**config.mk**
```make
export PLATFORM = sky130hd
export DESIGN_NAME = i2c_poll_sequencer
export DESIGN_NICKNAME = d
export VERILOG_FILES = /design/src/rtl/i2c_poll_sequencer.sv
export SDC_FILE = /design/constraint.sdc
export NUM_CORES = 1
export LEC_CHECK = 0
export CORE_MARGIN = 2
export CORE_UTILIZATION = 50
export DETAILED_ROUTE_END_ITERATION = 10
export PLACE_DENSITY_LB_ADDON = 0.05
export SYNTH_ARGS = -nofsm -noshare
export SYNTH_HDL_FRONTEND = slang
export SYNTH_SLANG_ARGS = --single-unit
```
**constraint.sdc**
```tcl
create_clock -name clk -period 3.6 [get_ports clk]
set_input_delay 0.36 -clock clk [delete_from_list [all_inputs] [get_ports clk]]
set_output_delay 0.36 -clock clk [all_outputs]
set_load 0.005 [all_outputs]
```
**src/rtl/i2c_poll_sequencer.sv**
```systemverilog
// Autonomous poller for peripheral_i2c: writes a register pointer, repeated-starts,
// reads two bytes from one slave and publishes the 16-bit result.
module i2c_poll_sequencer #(
    parameter logic [6:0]  SLAVE_ADDR  = 7'h40,
    parameter int unsigned PERIOD_CYC  = 1000000,
    parameter int unsigned TIMEOUT_CYC = 200000
) (
    input  logic        clk,
    input  logic        rst,
    input  logic        en,
    input  logic        start,
    input  logic [7:0]  reg_ptr,
    output logic        i2c_cs,
    output logic [3:0]  i2c_addr,
    output logic        i2c_rd,
    output logic        i2c_wr,
    output logic [15:0] i2c_d_in,
    input  logic [15:0] i2c_d_out,
    output logic        active,
    output logic [15:0] result,
    output logic        result_valid,
    output logic        err,
    output logic [1:0]  err_code
);
    localparam int PW = $clog2(PERIOD_CYC + 1);
    localparam int TW = $clog2(TIMEOUT_CYC + 1);

    typedef enum logic [3:0] {
        IDLE, W_SADDR, W_RW0, W_DATA, W_ENA1, POLL_BUSY, W_RW1,
        R_DATA1, W_ENA0, R_DATA2, R_ACK, DONE, ABORT
    } state_t;

    state_t        state_q, state_d;
    logic [PW-1:0] per_q;
    logic [TW-1:0] wdog_q;
    logic          phase_q, busy_prev_q;
    logic [1:0]    rise_cnt_q;
    logic [7:0]    ptr_q, byte1_q, byte2_q;
    logic [15:0]   result_q;
    logic          rv_q, err_q;
    logic [1:0]    code_q;

    logic wrap, trig, sample, rise, fall, timeout;
    logic unused_d_out;

    assign unused_d_out = ^i2c_d_out[15:8];
    assign wrap    = en && (per_q == PW'(PERIOD_CYC - 1));
    assign trig    = (state_q == IDLE) && (start || wrap);
    // phase_q=1 is the idle-bus half of POLL_BUSY, where last cycle's busy read lands
    assign sample  = (state_q == POLL_BUSY) && phase_q;
    assign rise    = sample && i2c_d_out[0] && !busy_prev_q;
    assign fall    = sample && !i2c_d_out[0] && busy_prev_q;
    assign timeout = (state_q == POLL_BUSY) && !rise && !fall &&
                     (wdog_q == TW'(TIMEOUT_CYC - 1));

    always_ff @(posedge clk) begin
        if (rst) state_q <= IDLE;
        else     state_q <= state_d;
    end

    always_comb begin
        state_d = state_q;
        unique case (state_q)
            IDLE:      if (trig) state_d = W_SADDR;
            W_SADDR:   state_d = W_RW0;
            W_RW0:     state_d = W_DATA;
            W_DATA:    state_d = W_ENA1;
            W_ENA1:    state_d = POLL_BUSY;
            POLL_BUSY: begin
                if (timeout)                           state_d = ABORT;
                else if (rise && rise_cnt_q == 2'd0)   state_d = W_RW1;
                else if (rise && rise_cnt_q == 2'd2)   state_d = R_DATA1;
                else if (fall && rise_cnt_q == 2'd3)   state_d = R_DATA2;
            end
            W_RW1:     state_d = POLL_BUSY;
            R_DATA1:   state_d = W_ENA0;
            W_ENA0:    state_d = POLL_BUSY;
            R_DATA2:   state_d = R_ACK;
            R_ACK:     state_d = DONE;
            DONE:      state_d = IDLE;
            ABORT:     state_d = IDLE;
            default:   state_d = IDLE;
        endcase
    end

    always_comb begin
        i2c_cs   = 1'b0;
        i2c_rd   = 1'b0;
        i2c_wr   = 1'b0;
        i2c_addr = 4'h0;
        i2c_d_in = 16'h0;
        unique case (state_q)
            W_SADDR:   begin i2c_cs = 1'b1; i2c_wr = 1'b1; i2c_addr = 4'h4; i2c_d_in = {9'b0, SLAVE_ADDR}; end
            W_RW0:     begin i2c_cs = 1'b1; i2c_wr = 1'b1; i2c_addr = 4'h2; end
            W_DATA:    begin i2c_cs = 1'b1; i2c_wr = 1'b1; i2c_addr = 4'h6; i2c_d_in = {8'b0, ptr_q}; end
            W_ENA1:    begin i2c_cs = 1'b1; i2c_wr = 1'b1; i2c_addr = 4'h0; i2c_d_in = 16'h1; end
            W_RW1:     begin i2c_cs = 1'b1; i2c_wr = 1'b1; i2c_addr = 4'h2; i2c_d_in = 16'h1; end
            W_ENA0,
            ABORT:     begin i2c_cs = 1'b1; i2c_wr = 1'b1; i2c_addr = 4'h0; end
            POLL_BUSY: if (!phase_q) begin i2c_cs = 1'b1; i2c_rd = 1'b1; i2c_addr = 4'h8; end
            R_DATA1,
            R_DATA2:   begin i2c_cs = 1'b1; i2c_rd = 1'b1; i2c_addr = 4'hB; end
            R_ACK:     begin i2c_cs = 1'b1; i2c_rd = 1'b1; i2c_addr = 4'hA; end
            default:   ;
        endcase
    end

    always_ff @(posedge clk) begin
        if (rst) begin
            per_q       <= '0;
            wdog_q      <= '0;
            phase_q     <= 1'b0;
            busy_prev_q <= 1'b0;
            rise_cnt_q  <= 2'd0;
            ptr_q       <= 8'h0;
            byte1_q     <= 8'h0;
            byte2_q     <= 8'h0;
            result_q    <= 16'h0;
            rv_q        <= 1'b0;
            err_q       <= 1'b0;
            code_q      <= 2'd0;
        end else begin
            per_q   <= (!en || wrap) ? '0 : per_q + 1'b1;
            phase_q <= (state_q == POLL_BUSY) ? ~phase_q : 1'b0;
            wdog_q  <= (state_q != POLL_BUSY || rise || fall) ? '0 : wdog_q + 1'b1;
            rv_q    <= 1'b0;
            if (sample) busy_prev_q <= i2c_d_out[0];
            if (rise)   rise_cnt_q  <= rise_cnt_q + 2'd1;
            if (trig) begin
                ptr_q       <= reg_ptr;
                rise_cnt_q  <= 2'd0;
                busy_prev_q <= 1'b0;
                if (start) begin
                    err_q  <= 1'b0;
                    code_q <= 2'd0;
                end
            end
            // read data appears one cycle after the read strobe
            if (state_q == W_ENA0) byte1_q <= i2c_d_out[7:0];
            if (state_q == R_ACK)  byte2_q <= i2c_d_out[7:0];
            if (state_q == DONE) begin
                if (i2c_d_out[0]) begin
                    err_q  <= 1'b1;
                    code_q <= 2'd1;
                end else begin
                    result_q <= {byte1_q, byte2_q};
                    rv_q     <= 1'b1;
                end
            end
            if (state_q == ABORT) begin
                err_q  <= 1'b1;
                code_q <= 2'd2;
            end
        end
    end

    assign active       = (state_q != IDLE);
    assign result       = result_q;
    assign result_valid = rv_q;
    assign err          = err_q;
    assign err_code     = code_q;
endmodule
```
# Yosys cells after proc, flatten, opt, wreduce, memory -nomap -nowiden
# Index checks and enable logic that the tools add are counted.
[classes]
add_sub_neg = 3
reduce_logical = 40
eq_ne = 19
bitwise = 4
n_mux = 24
[op_table]
columns = ["cell", "n"]
rows = [
  ["$pmux 4 s9", 1],
  ["$mux 4", 6],
  ["$pmux 4 s6", 1],
  ["$pmux 8 s3", 1],
  ["$add 20x1->20 const B", 1],
  ["$eq 20x20->1 const B", 1],
  ["$eq 4x4->1 const B", 5],
  ["$add 18x1->18 const B", 1],
  ["$eq 18x18->1 const B", 1],
  ["$reduce_or 2->1", 9],
  ["$eq 4x3->1 const B", 4],
  ["$logic_and 1x1->1", 13],
  ["$mux 2", 5],
  ["$reduce_or 10->1", 1],
  ["$eq 4x2->1 const B", 2],
  ["$mux 1", 8],
  ["$reduce_or 7->1", 1],
  ["$reduce_or 3->1", 2],
  ["$logic_not 1->1", 5],
  ["$ne 5x2->1 const B", 1],
  ["$eq 2x2->1 const B", 2],
  ["$eq 4x1->1 const B", 1],
  ["$logic_not 4->1", 1],
  ["$logic_or 1x1->1", 4],
  ["other kinds (8)", 13],
]
[totals]
reg_bits = 90
output_inout_bits = 44
inputBits = 28

# Logic depth before layout (Yosys ltp)
# Gate-level depths: netlist of run 1.
[logic_depth]
depth_word = 10
depth_mapped = 7
ltp_nobuf = 6

# Worst setup path after synthesis of run 1
# OpenSTA, ideal clock, no wires.
[synth_path]
path_type = "reg2reg"
from = "reg wdog_q[6]"
to = "reg state_q[3]"
period_less_slack_ns = 2.131
slack_ns = 1.469
n_path_buf = 0
setup_time_ns = 0.079
path_stages_with_launch = 6
arrival_ns = 2.052
path_cell_list = "dfxtp_1 or4_1 or4b_1 or4_1 and3_4 a211oi_2"
[synth_via]
elab_chain_len = 4
word_cells_on_any_way = 6
[synth_rtl]
columns = ["element", "line_no", "rtl"]
rows = [
  ["start: declaration", "35", "logic [TW-1:0] wdog_q;"],
  ["start signal: assignment", "125", "wdog_q <= (state_q != POLL_BUSY || rise || fall) ? '0 : wdog_q + 1'b1;"],
  ["$eq 18x18->1 (*)", "54", "(wdog_q == TW'(TIMEOUT_CYC - 1));"],
  ["$logic_and 1x1->1 (*)", "53", "assign timeout = (state_q == POLL_BUSY) && !rise && !fall &&"],
  ["$mux 4 / $ne 5x2->1 (equally long branches)", "--", ""],
  ["$pmux 4 s9 / $reduce_and 2->1 (equally long branches)", "--", ""],
  ["end signal: assignment", "58", "else state_q <= state_d;"],
  ["end: declaration", "33", "state_t state_q, state_d;"],
]
# Every way passes the cells marked *; elsewhere a longest branch is shown, timed or not.
# A chain may end at the register's enable or synchronous reset.

# Worst setup path in the final report of run 1
[layout_path]
from = "reg state_q[0]"
to = "out i2c_addr[3]"
[layout_via]
elab_chain_len = 3
word_cells_on_any_way = 11
[layout_rtl]
columns = ["element", "line_no", "rtl"]
rows = [
  ["$eq 4x3->1, or another cell as far along", "92", "unique case (state_q)"],
  ["$reduce_or 2->1, on equally long branches", "--", ""],
  ["$pmux 4 s6 (*)", "92", ""],
  ["end: declaration", "14", "output logic [3:0] i2c_addr,"],
]
# Marks and branches as above.

==> results of run 1 <==
-- layout make-up --
cell class	count	area (um2)
multi-input cells	347	1960
well taps	102	128
fillers	682	2910
inverters	10	37.5
clock inverters	6	113
repair buffers	57	561
clock buffers	10	138
flip-flops and latches	90	1800
-- worst max-delay path: cells and delay by family, from the launching register on --
kind            cells  cell delay [ns]
simple gates        1             0.20
compound gates      3             0.60
flops               1             0.67
buf+inv             1             0.48
-- cell families (layout without fill, tap and decap cells) --
family,count (synthesis),in the layout,share of synthesized area
flops,90,90,0.461
simple gates,227,227,0.274
xor+xnor,36,36,0.0806
mux,18,18,0.0461
compound gates,53,53,0.0774
fa+ha+maj,5,5,0.0160
buf+inv,38,83,0.0441
other cells,1,8,0.000959
-- flip-flops by register name (all words and copies together) (netlist names) --
register / cells
per_q: 20
wdog_q: 18
result: 16
byte1_q: 8
byte2_q: 8
ptr_q: 8
state_q: 4
err_code: 2
rise_cnt_q: 2
busy_prev_q: 1
err: 1
phase_q: 1
result_valid: 1
-- power by group through the flow --
stage	Clock [mW]	Combinational, mW	Sequential [mW]
after floorplan	0	0.0970	1.04
after global placement	0	0.149	1.05
after detailed placement	0	0.149	1.05
after CTS	0.847	0.150	1.03
after global routing	0.890	0.166	1.03
final	0.828	0.149	1.03
-- per-stage QoR --
step           utilization  setup WS (ns)
2_1_floorplan            -           1.47
4_1_cts              0.620          0.919
3_5_place_dp         0.587           1.21
6_report             0.620          0.944
3_3_place_gp         0.587           1.23
5_1_grt              0.620          0.742
-- layout by cell type (no fill, tap or decap), drive strengths merged, types with 2 or more instances in the layout --
cell type,netlist,layout
a211oi,3,3
and3,9,9
a21oi,33,33
nor4,3,3
dfxtp,90,90
bufinv,0,3
a31oi,2,2
xnor2,15,15
nand3,18,18
or3,2,2
ha,5,5
nand4,11,11
clkdlybuf4s50,0,54
nor3,12,12
nand2,69,69
xor2,21,21
or4,2,2
inv,10,11
clkinv,0,2
a21o,4,4
nand4b,2,2
and4,3,3
clkbuf,19,10
o21ai,8,8
nand2b,5,5
buf,9,3
conb,1,8
mux2i,18,18
nor2,74,74
and2,8,8
-- per-layer routing --
layer | up-vias | track usage | part of all wire
met5 | - | 0 | 0
met2 | 50 | 0.328 | 0.48
met1 | 1452 | 0.244 | 0.47
met4 | 0 | 0.0659 | 0.013
li1 | 1644 | - | -
met3 | 10 | 0.0325 | 0.035
-- how the worst max path moves through the flow --
stage and to:
2_1_floorplan state_q[3], 3_3_place_gp state_q[3], 3_5_place_dp state_q[3], 4_1_cts i2c_addr[3], 5_1_grt i2c_addr[3], 6_report i2c_addr[3]
==> results.yml, run 1 <==
outcome:
  outcome: "completed"
grt:
  grt_pass1_vias: 2989
  track_usage: 0.192
  grt_max_degree: 52
  antenna_found_initial: 0
  grt_pass1_wl_um: 13400
  overflow: 0
min_path:
  hold_depth: 1
  hp-class: "register to register"
  min_from: "wdog_q[0]"
  min_to: "wdog_q[0]"
timing:
  worst_slew_pin_slew_ns: 1.03
  period_needed_ns: 2.66
  fin_setup_tns_ns: 0
  fin_crit_sh: 0.738
  relSlewSlack: 0.311
  holdWs_ns: 0.440
  fmax_mhz: 377
  finalSetupViolCount: 0
  slew_violations: 0
  rsz0062_at_grt: "no"
  report.final.hold_viol_count: 0
  finClkSkew_ns: 0.0117
setup_path:
  cp_slowest_stage_delay_ns: 0.67
  r2r_start: "state_q[2]"
  worstSetupStartpointType: "register"
  cp_slowest_cell: "dfxtp_1"
  reg2reg_to: "ptr_q[1]"
  critPathLaunch: "state_q[0]"
  cp_cell_sequence: "nand2b_1 -> a21oi_1 -> a21oi_1 -> o21ai_0 -> clkdlybuf4s50_1"
  worstSetupEndpointType: "output pin"
  path_max_fanout: 18
  path_class: "register to output pin"
  cp.arrival_ns: 2.30
  cpMostUsedCell: "a21oi_1"
  reg2reg_slack_ns: 1.30
  cp.required_ns: 3.24
  rr_worst_depth: 5
power_and_ir_drop:
  power.density_nw_per_um2: 423
  leakagePower_nw: 1.64
  combPwrFrac: 0.074
  pwr-share-seq: 0.512
  p_sw_frac: 0.218
  p_int_mw: 1.57
  switchingPower_mw: 0.437
  vdd_ir_drop_max_uv: 242
  p_clk_frac: 0.414
  total_power_mw: 2.00
floorplanning:
  fp-row-count: 32
  dieArea_um2: 8550
  die_w_um: 92.4
  start_util: 0.511
  die_y_um: 92.4
  ios: 72
  coreArea_um2: 7650
cts:
  cts_resized: 0
  cts_inserted_buffers: 9
  cts_setup_buffers: 0
  htree_levels: 3
  worstSkewPairLatency_ns: 0.35
  cts.clk_slew.worst_paths_ns: 0.09
  clkSinkCount: 90
  cts_tree: "yes"
  cts-hold-fix-buffers: 0
  cts_buffer_depth: 2
  clock-root-buffer: "clkbuf_8"
place:
  numPortBuffers: 55
  gp_congestion: 0.767
  placed_area_um2: 4490
  dp_hpwl_um: 5460
  post-place-cells: 606
yosys:
  yosys-top-cells-count: "90 x dfxtp_1, 74 x nor2_1, 69 x nand2_1"
  async_reset_ff_frac: 0
  ys_types: 45
  synth_largest_area_cell: "dfxtp_1"
  ys_warn_count: 0
  ys.flop_type: "dfxtp_1"
  ys_seq_area_frac: 0.461
  syn_area_um2: 3910
  synth_area_leaders: "dfxtp_1 46%, nor2_1 7.1%, nand2_1 6.6%"
  netlist.area_leader.share: 0.461
  yosysMostFrequentCell: "dfxtp_1"
  synth.ff_latch_count: 90
  avgSynthCellArea_um2: 8.36
  synth-edff-count: 0
  postSynthCellCount: 468
final_layout:
  finalNetCount: 548
  stdcell_count: 622
  area_growth_pct: 21.2
  fin_area_um2: 4740
  drive_gt1_frac: 0.0481
  antenna_cells: 0
detailed_routing:
  drc_errors: 0
  drt_pass1_iterations: 4
  postRouteAntennaNets: 0
  viasPerCell: 5.07
  vias: 3156
  finalWirelength_um: 7750
  drtIter0Drc: 119
  post_drt_wl_per_cell_um: 12.5
job:
  max_cap_violations: 0
Power figures use the tool's default switching activity.
==> run 2, diff against run 1 <==
Settings changed: CORE_UTILIZATION 50 to 47.
Clock period 3.6 ns to 2.29 ns, I/O delays scaled along.
==> run 2 against run 1 <==
Compared with the run above:
- count of clock-buffer cells in the layout down 1
- sequential power increased by 56%
- combinational power is 72% higher
- sequential share of layout area fell by 0.28 points
- hold slack got worse by 0.21 ns
- global-route usage is 0.73 points lower
- highest routed layer unchanged
- utilization is 3.2 points lower
- wire length increased by 2.5%
- critical path depth unchanged
- register-to-register slack worse by 1.2 ns
- first-iteration DRC count down 17%
==> results.yml, run 2 (synthesized netlist as in run 1, its figures left out) <==
setup_path:
  path_class: "register to output pin"
  cp.arrival_ns: 2.00
  rr_worst_depth: 5
  reg2reg_to: "state_q[3]"
  cp_slowest_cell: "clkdlybuf4s50_1"
  path_max_fanout: 10
  critPathBufInv: 3
  cp.required_ns: 2.06
  cp_slowest_stage_delay_ns: 0.45
  worstSetupEndpointType: "output pin"
  cpLargestDelayFamily: "buffers and inverters"
  cp_cell_sequence: "buf_4 -> nor4_1 -> inv_1 -> and3_1 -> clkdlybuf4s50_1"
  reg2reg_slack_ns: 0.14
  r2r_start: "wdog_q[9]"
  worstSetupStartpointType: "register"
timing:
  finalSetupViolCount: 0
  report.final.hold_viol_count: 0
  fin_crit_sh: 0.973
  rsz0062_at_grt: "yes"
  holdWs_ns: 0.232
  relSlewSlack: 0.551
  slew_violations: 0
  fmax_mhz: 449
  finClkSkew_ns: 0.0163
  layout_setup_ws_ns: 0.0611
  period_needed_ns: 2.23
  worst_slew_pin_slew_ns: 0.667
final_layout:
  drive_gt1_frac: 0.0772
  area_growth_pct: 22.4
  final_common_cell: "dfxtp_1"
  largest_reg_flops: 20
  fin_area_um2: 4790
  finalNetCount: 559
  antenna_cells: 0
  fill_cells: 771
  final_util: 0.588
  final_cell_mix: "87 x dfxtp_1, 73 x nor2_1, 69 x nand2_1"
  regMostFlops: "per_q"
job:
  max_cap_violations: 0
cts:
  worstSkewPairLatency_ns: 0.37
  clkSinkCount: 90
  cts_setup_buffers: 0
  htree_levels: 3
  cts.clk_slew.worst_paths_ns: 0.09
  clock-root-buffer: "clkbuf_8"
  cts-hold-fix-buffers: 0
  cts_tree: "yes"
  cts_inserted_buffers: 9
  cts_buffer_depth: 2
detailed_routing:
  finalWirelength_um: 7940
  viasPerCell: 5.08
  drc_errors: 0
  wl_met2_um: 3590
  drtIter0Drc: 99
  wl_met1_um: 3910
  post_drt_wl_per_cell_um: 12.5
  drt_pass1_iterations: 5
  wl_met3_um: 316
  top_layer: "met4"
  postRouteAntennaNets: 0
  vias: 3228
place:
  dp_hpwl_um: 5650
  numPortBuffers: 55
  pre_cts_ws_ns: 0.146
  placed_area_um2: 4580
  gp_congestion: 0.790
grt:
  antenna_found_initial: 0
  overflow: 0
  grt_pass1_vias: 2783
  grt_max_degree: 38
  grt_pass1_wl_um: 13100
  track_usage: 0.184
floorplanning:
  coreArea_um2: 8130
  die_w_um: 95.2
  dieArea_um2: 9070
  die_y_um: 95.2
  fp-row-count: 33
  start_util: 0.481
  ios: 72
power_and_ir_drop:
  vdd_ir_drop_max_uv: 385
  total_power_mw: 2.96
  power.density_nw_per_um2: 619
  leakagePower_nw: 1.67
min_path:
  min_to: "state_q[1]"
  hold_depth: 2
  hp-class: "primary input to register"
  min_from: "rst"
outcome:
  outcome: "completed"
-- run 2: cell count changes in the layout (fill, tap and decap cells not counted), moves of 2 or more --
cell / before / now
dfxtp_2: 0 / 3
dfxtp_1: 90 / 87
bufinv_16: 3 / 1
buf_4: 2 / 13
inv_6: 1 / 3
-- run 2: layer usage --
metal,vias up,track usage
met5,-,0
met4,0,0.0761
met3,11,0.0379
met2,62,0.282
met1,1492,0.253
li1,1663,-
-- run 2: metrics by stage --
step	TNS, ns	cells
after floorplan	0	475
after global placement	0	620
after detailed placement	0	620
after CTS	0	636
after global routing	-0.0613	636
final	0	636
-- run 2: how the worst max path moves through the flow --
stage                        endpoint  depth (start not counted)       start  slack (ns)
after floorplan            state_q[3]                          5   wdog_q[6]        0.16
final                          i2c_wr                          5  state_q[3]        0.06
after global routing           i2c_wr                          5  state_q[3]       -0.03
after CTS                 i2c_d_in[5]                          4  state_q[0]        0.01
after detailed placement   state_q[3]                          5   wdog_q[9]        0.15
after global placement     state_q[3]                          5   wdog_q[9]        0.15
-- run 2: power breakdown --
part           switching [mW]  leakage [nW]  internal [mW]
clock                   0.584         0.104          0.514
combinational           0.124         0.838          0.133
sequential             0.0232         0.728           1.59
-- run 2: timing repair --
| item | CTS | global route |
|---|---|---|
| endpoints found under the setup margin | 8 | 10 |
| resized for setup | 2 | 3 |
| cloned | 0 | 0 |
-- run 2: area by class of cell --
cell class | count | area [um2] | area share
repair buffers | 68 | 643 | 0.134
clock buffers | 9 | 124 | 0.0259
multi-input cells | 347 | 1970 | 0.412
flip-flops and latches | 90 | 1810 | 0.377
inverters | 10 | 37.5 | 0.00784
clock inverters | 7 | 75.1 | 0.0157
well taps | 105 | 131 | 0.0275
-- run 2: worst register-to-register path: stages (launching register included) --
cell      delay (ns)
dfxtp_1         0.34
or4_1           0.49
or4b_1          0.45
or4_1           0.43
and3_4          0.20
a211oi_2        0.17
==> run 3, diff against run 2 <==
Settings changed: CORE_MARGIN 2 to 1.
==> run 3 against run 2 <==
Compared with the run above:
- design area grew 0.81%
- count of clock-buffer cells in the layout did not move
- power increased by 5.6%
- sequential power hardly changed
- non-clock buffer count unchanged
- clock power is 15% higher
- critical path depth stayed put
- flip-flop and latch count is the same
- final cell count down 0.47%
- worst setup slack improved by 0.062 ns
- highest routed layer unchanged
==> results.yml, run 3 (synthesized netlist as in run 1, its figures left out) <==
place:
  dp_hpwl_um: 5540
  numPortBuffers: 55
  placed_area_um2: 4570
  gp_congestion: 0.796
  pre_cts_ws_ns: 0.143
power_and_ir_drop:
  leakagePower_nw: 1.68
  vdd_ir_drop_max_uv: 453
  power.density_nw_per_um2: 649
timing:
  fmax_mhz: 461
  worst_slew_pin_slew_ns: 0.659
  fin_setup_tns_ns: 0
  period_needed_ns: 2.17
  fin_crit_sh: 0.946
  relSlewSlack: 0.557
  layout_setup_ws_ns: 0.123
  finalSetupViolCount: 0
  report.final.hold_viol_count: 0
  rsz0062_at_grt: "no"
  finClkSkew_ns: 0.00791
  slew_violations: 0
grt:
  busiest_layer: "met2"
  grt_pass1_vias: 2952
  track_usage: 0.198
  overflow: 0
  grt_use_met1: 0.240
  grt_max_degree: 48
  globalRouteMet2Util: 0.344
  grt_pass1_wl_um: 13500
  antenna_found_initial: 0
  gr-usage-met3: 0.0496
detailed_routing:
  vias: 3224
  drtIter0Drc: 131
  postRouteAntennaNets: 0
  drt_pass1_iterations: 6
  viasPerCell: 5.09
  drc_errors: 0
  post_drt_wl_per_cell_um: 12.6
  finalWirelength_um: 7950
setup_path:
  critPathBufInv: 0
  reg2reg_to: "state_q[3]"
  cpLargestDelayFamily: "simple AND/OR/NAND/NOR gates"
  cpMostUsedCell: "or4_1"
  cp_cell_sequence: "or4_1 -> or4b_1 -> or4_1 -> and3_4 -> a211oi_2"
  reg2reg_slack_ns: 0.12
  worst-path-stages: 5
  r2r_start: "wdog_q[9]"
  worstSetupStartpointType: "register"
  path_class: "register to register"
  worstSetupEndpointType: "register"
  cp_slowest_stage_delay_ns: 0.49
  cp.arrival_ns: 2.46
  cp.required_ns: 2.58
  cp_slowest_cell: "or4_1"
  path_max_fanout: 4
  rr_worst_depth: 5
final_layout:
  final_cell_mix: "86 x dfxtp_1, 73 x nor2_1, 69 x nand2_1"
  regMostFlops: "per_q"
  area_growth_pct: 23.4
  antenna_cells: 0
  drive_gt1_frac: 0.0810
  final_common_cell: "dfxtp_1"
  largest_reg_flops: 20
  finalNetCount: 559
  fin_area_um2: 4820
cts:
  worstSkewPairLatency_ns: 0.36
  cts.clk_slew.worst_paths_ns: 0.09
  htree_levels: 3
  clock-root-buffer: "clkbuf_8"
  cts_inserted_buffers: 9
  clkSinkCount: 90
  cts_buffer_depth: 2
  cts_setup_buffers: 0
  cts_tree: "yes"
floorplanning:
  die_y_um: 93.2
  start_util: 0.496
  fp-row-count: 32
  dieArea_um2: 8690
  ios: 72
  die_w_um: 93.2
  coreArea_um2: 7890
min_path:
  hold_depth: 2
  min_to: "phase_q"
  hp-class: "primary input to register"
  min_from: "rst"
job:
  max_cap_violations: 0
outcome:
  outcome: "completed"
## run 3: what timing repair did
item / in CTS / in global routing
gates resized for setup: 3 / 4
setup endpoints to repair: 8 / 10
gates cloned: 0 / 0
hold buffers: 0 / 0
## run 3: report_power, final
| group | internal [mW] | switching [mW] |
|---|---|---|
| clock network | 0.639 | 0.616 |
| logic | 0.135 | 0.130 |
| registers | 1.59 | 0.0240 |
| total | 2.36 | 0.771 |
## run 3: worst max path at each step
stage | end | start | slack, ns
2_1_floorplan | state_q[3] | wdog_q[6] | 0.16
3_3_place_gp | state_q[3] | wdog_q[9] | 0.16
3_5_place_dp | state_q[3] | wdog_q[9] | 0.14
4_1_cts | i2c_d_in[3] | state_q[2] | 0.02
5_1_grt | state_q[3] | wdog_q[9] | 0.02
6_report | state_q[3] | wdog_q[9] | 0.12
## run 3: routing by layer
| metal | up-vias | wire [um] |
|---|---|---|
| met5 | - | 0 |
| li1 | 1663 | - |
| met2 | 51 | 3780 |
| met4 | 0 | 96 |
| met1 | 1500 | 3820 |
| met3 | 10 | 255 |
## run 3: area by class of cell
class | count | area [um2]
Fill cell | 730 | 3060
Multi-Input combinational cell | 347 | 1980
Clock inverter | 7 | 110
Sequential cell | 90 | 1810
Inverter | 10 | 37.5
Clock buffer | 9 | 124
Tap cell | 102 | 128
Timing Repair Buffer | 68 | 643
## run 3: per-stage QoR
| step | power, mW | utilization | instances | hold WS [ns] |
|---|---|---|---|---|
| final | 3.13 | 0.612 | 633 | 0.101 |
| after global routing | 3.26 | 0.612 | 633 | 0.0920 |
| after CTS | 3.16 | 0.610 | 633 | 0.0873 |
| after detailed placement | 1.91 | 0.580 | 617 | 0.439 |
| after global placement | 1.90 | 0.580 | 617 | 0.423 |
| after floorplan | 1.78 | - | 475 | 0.365 |
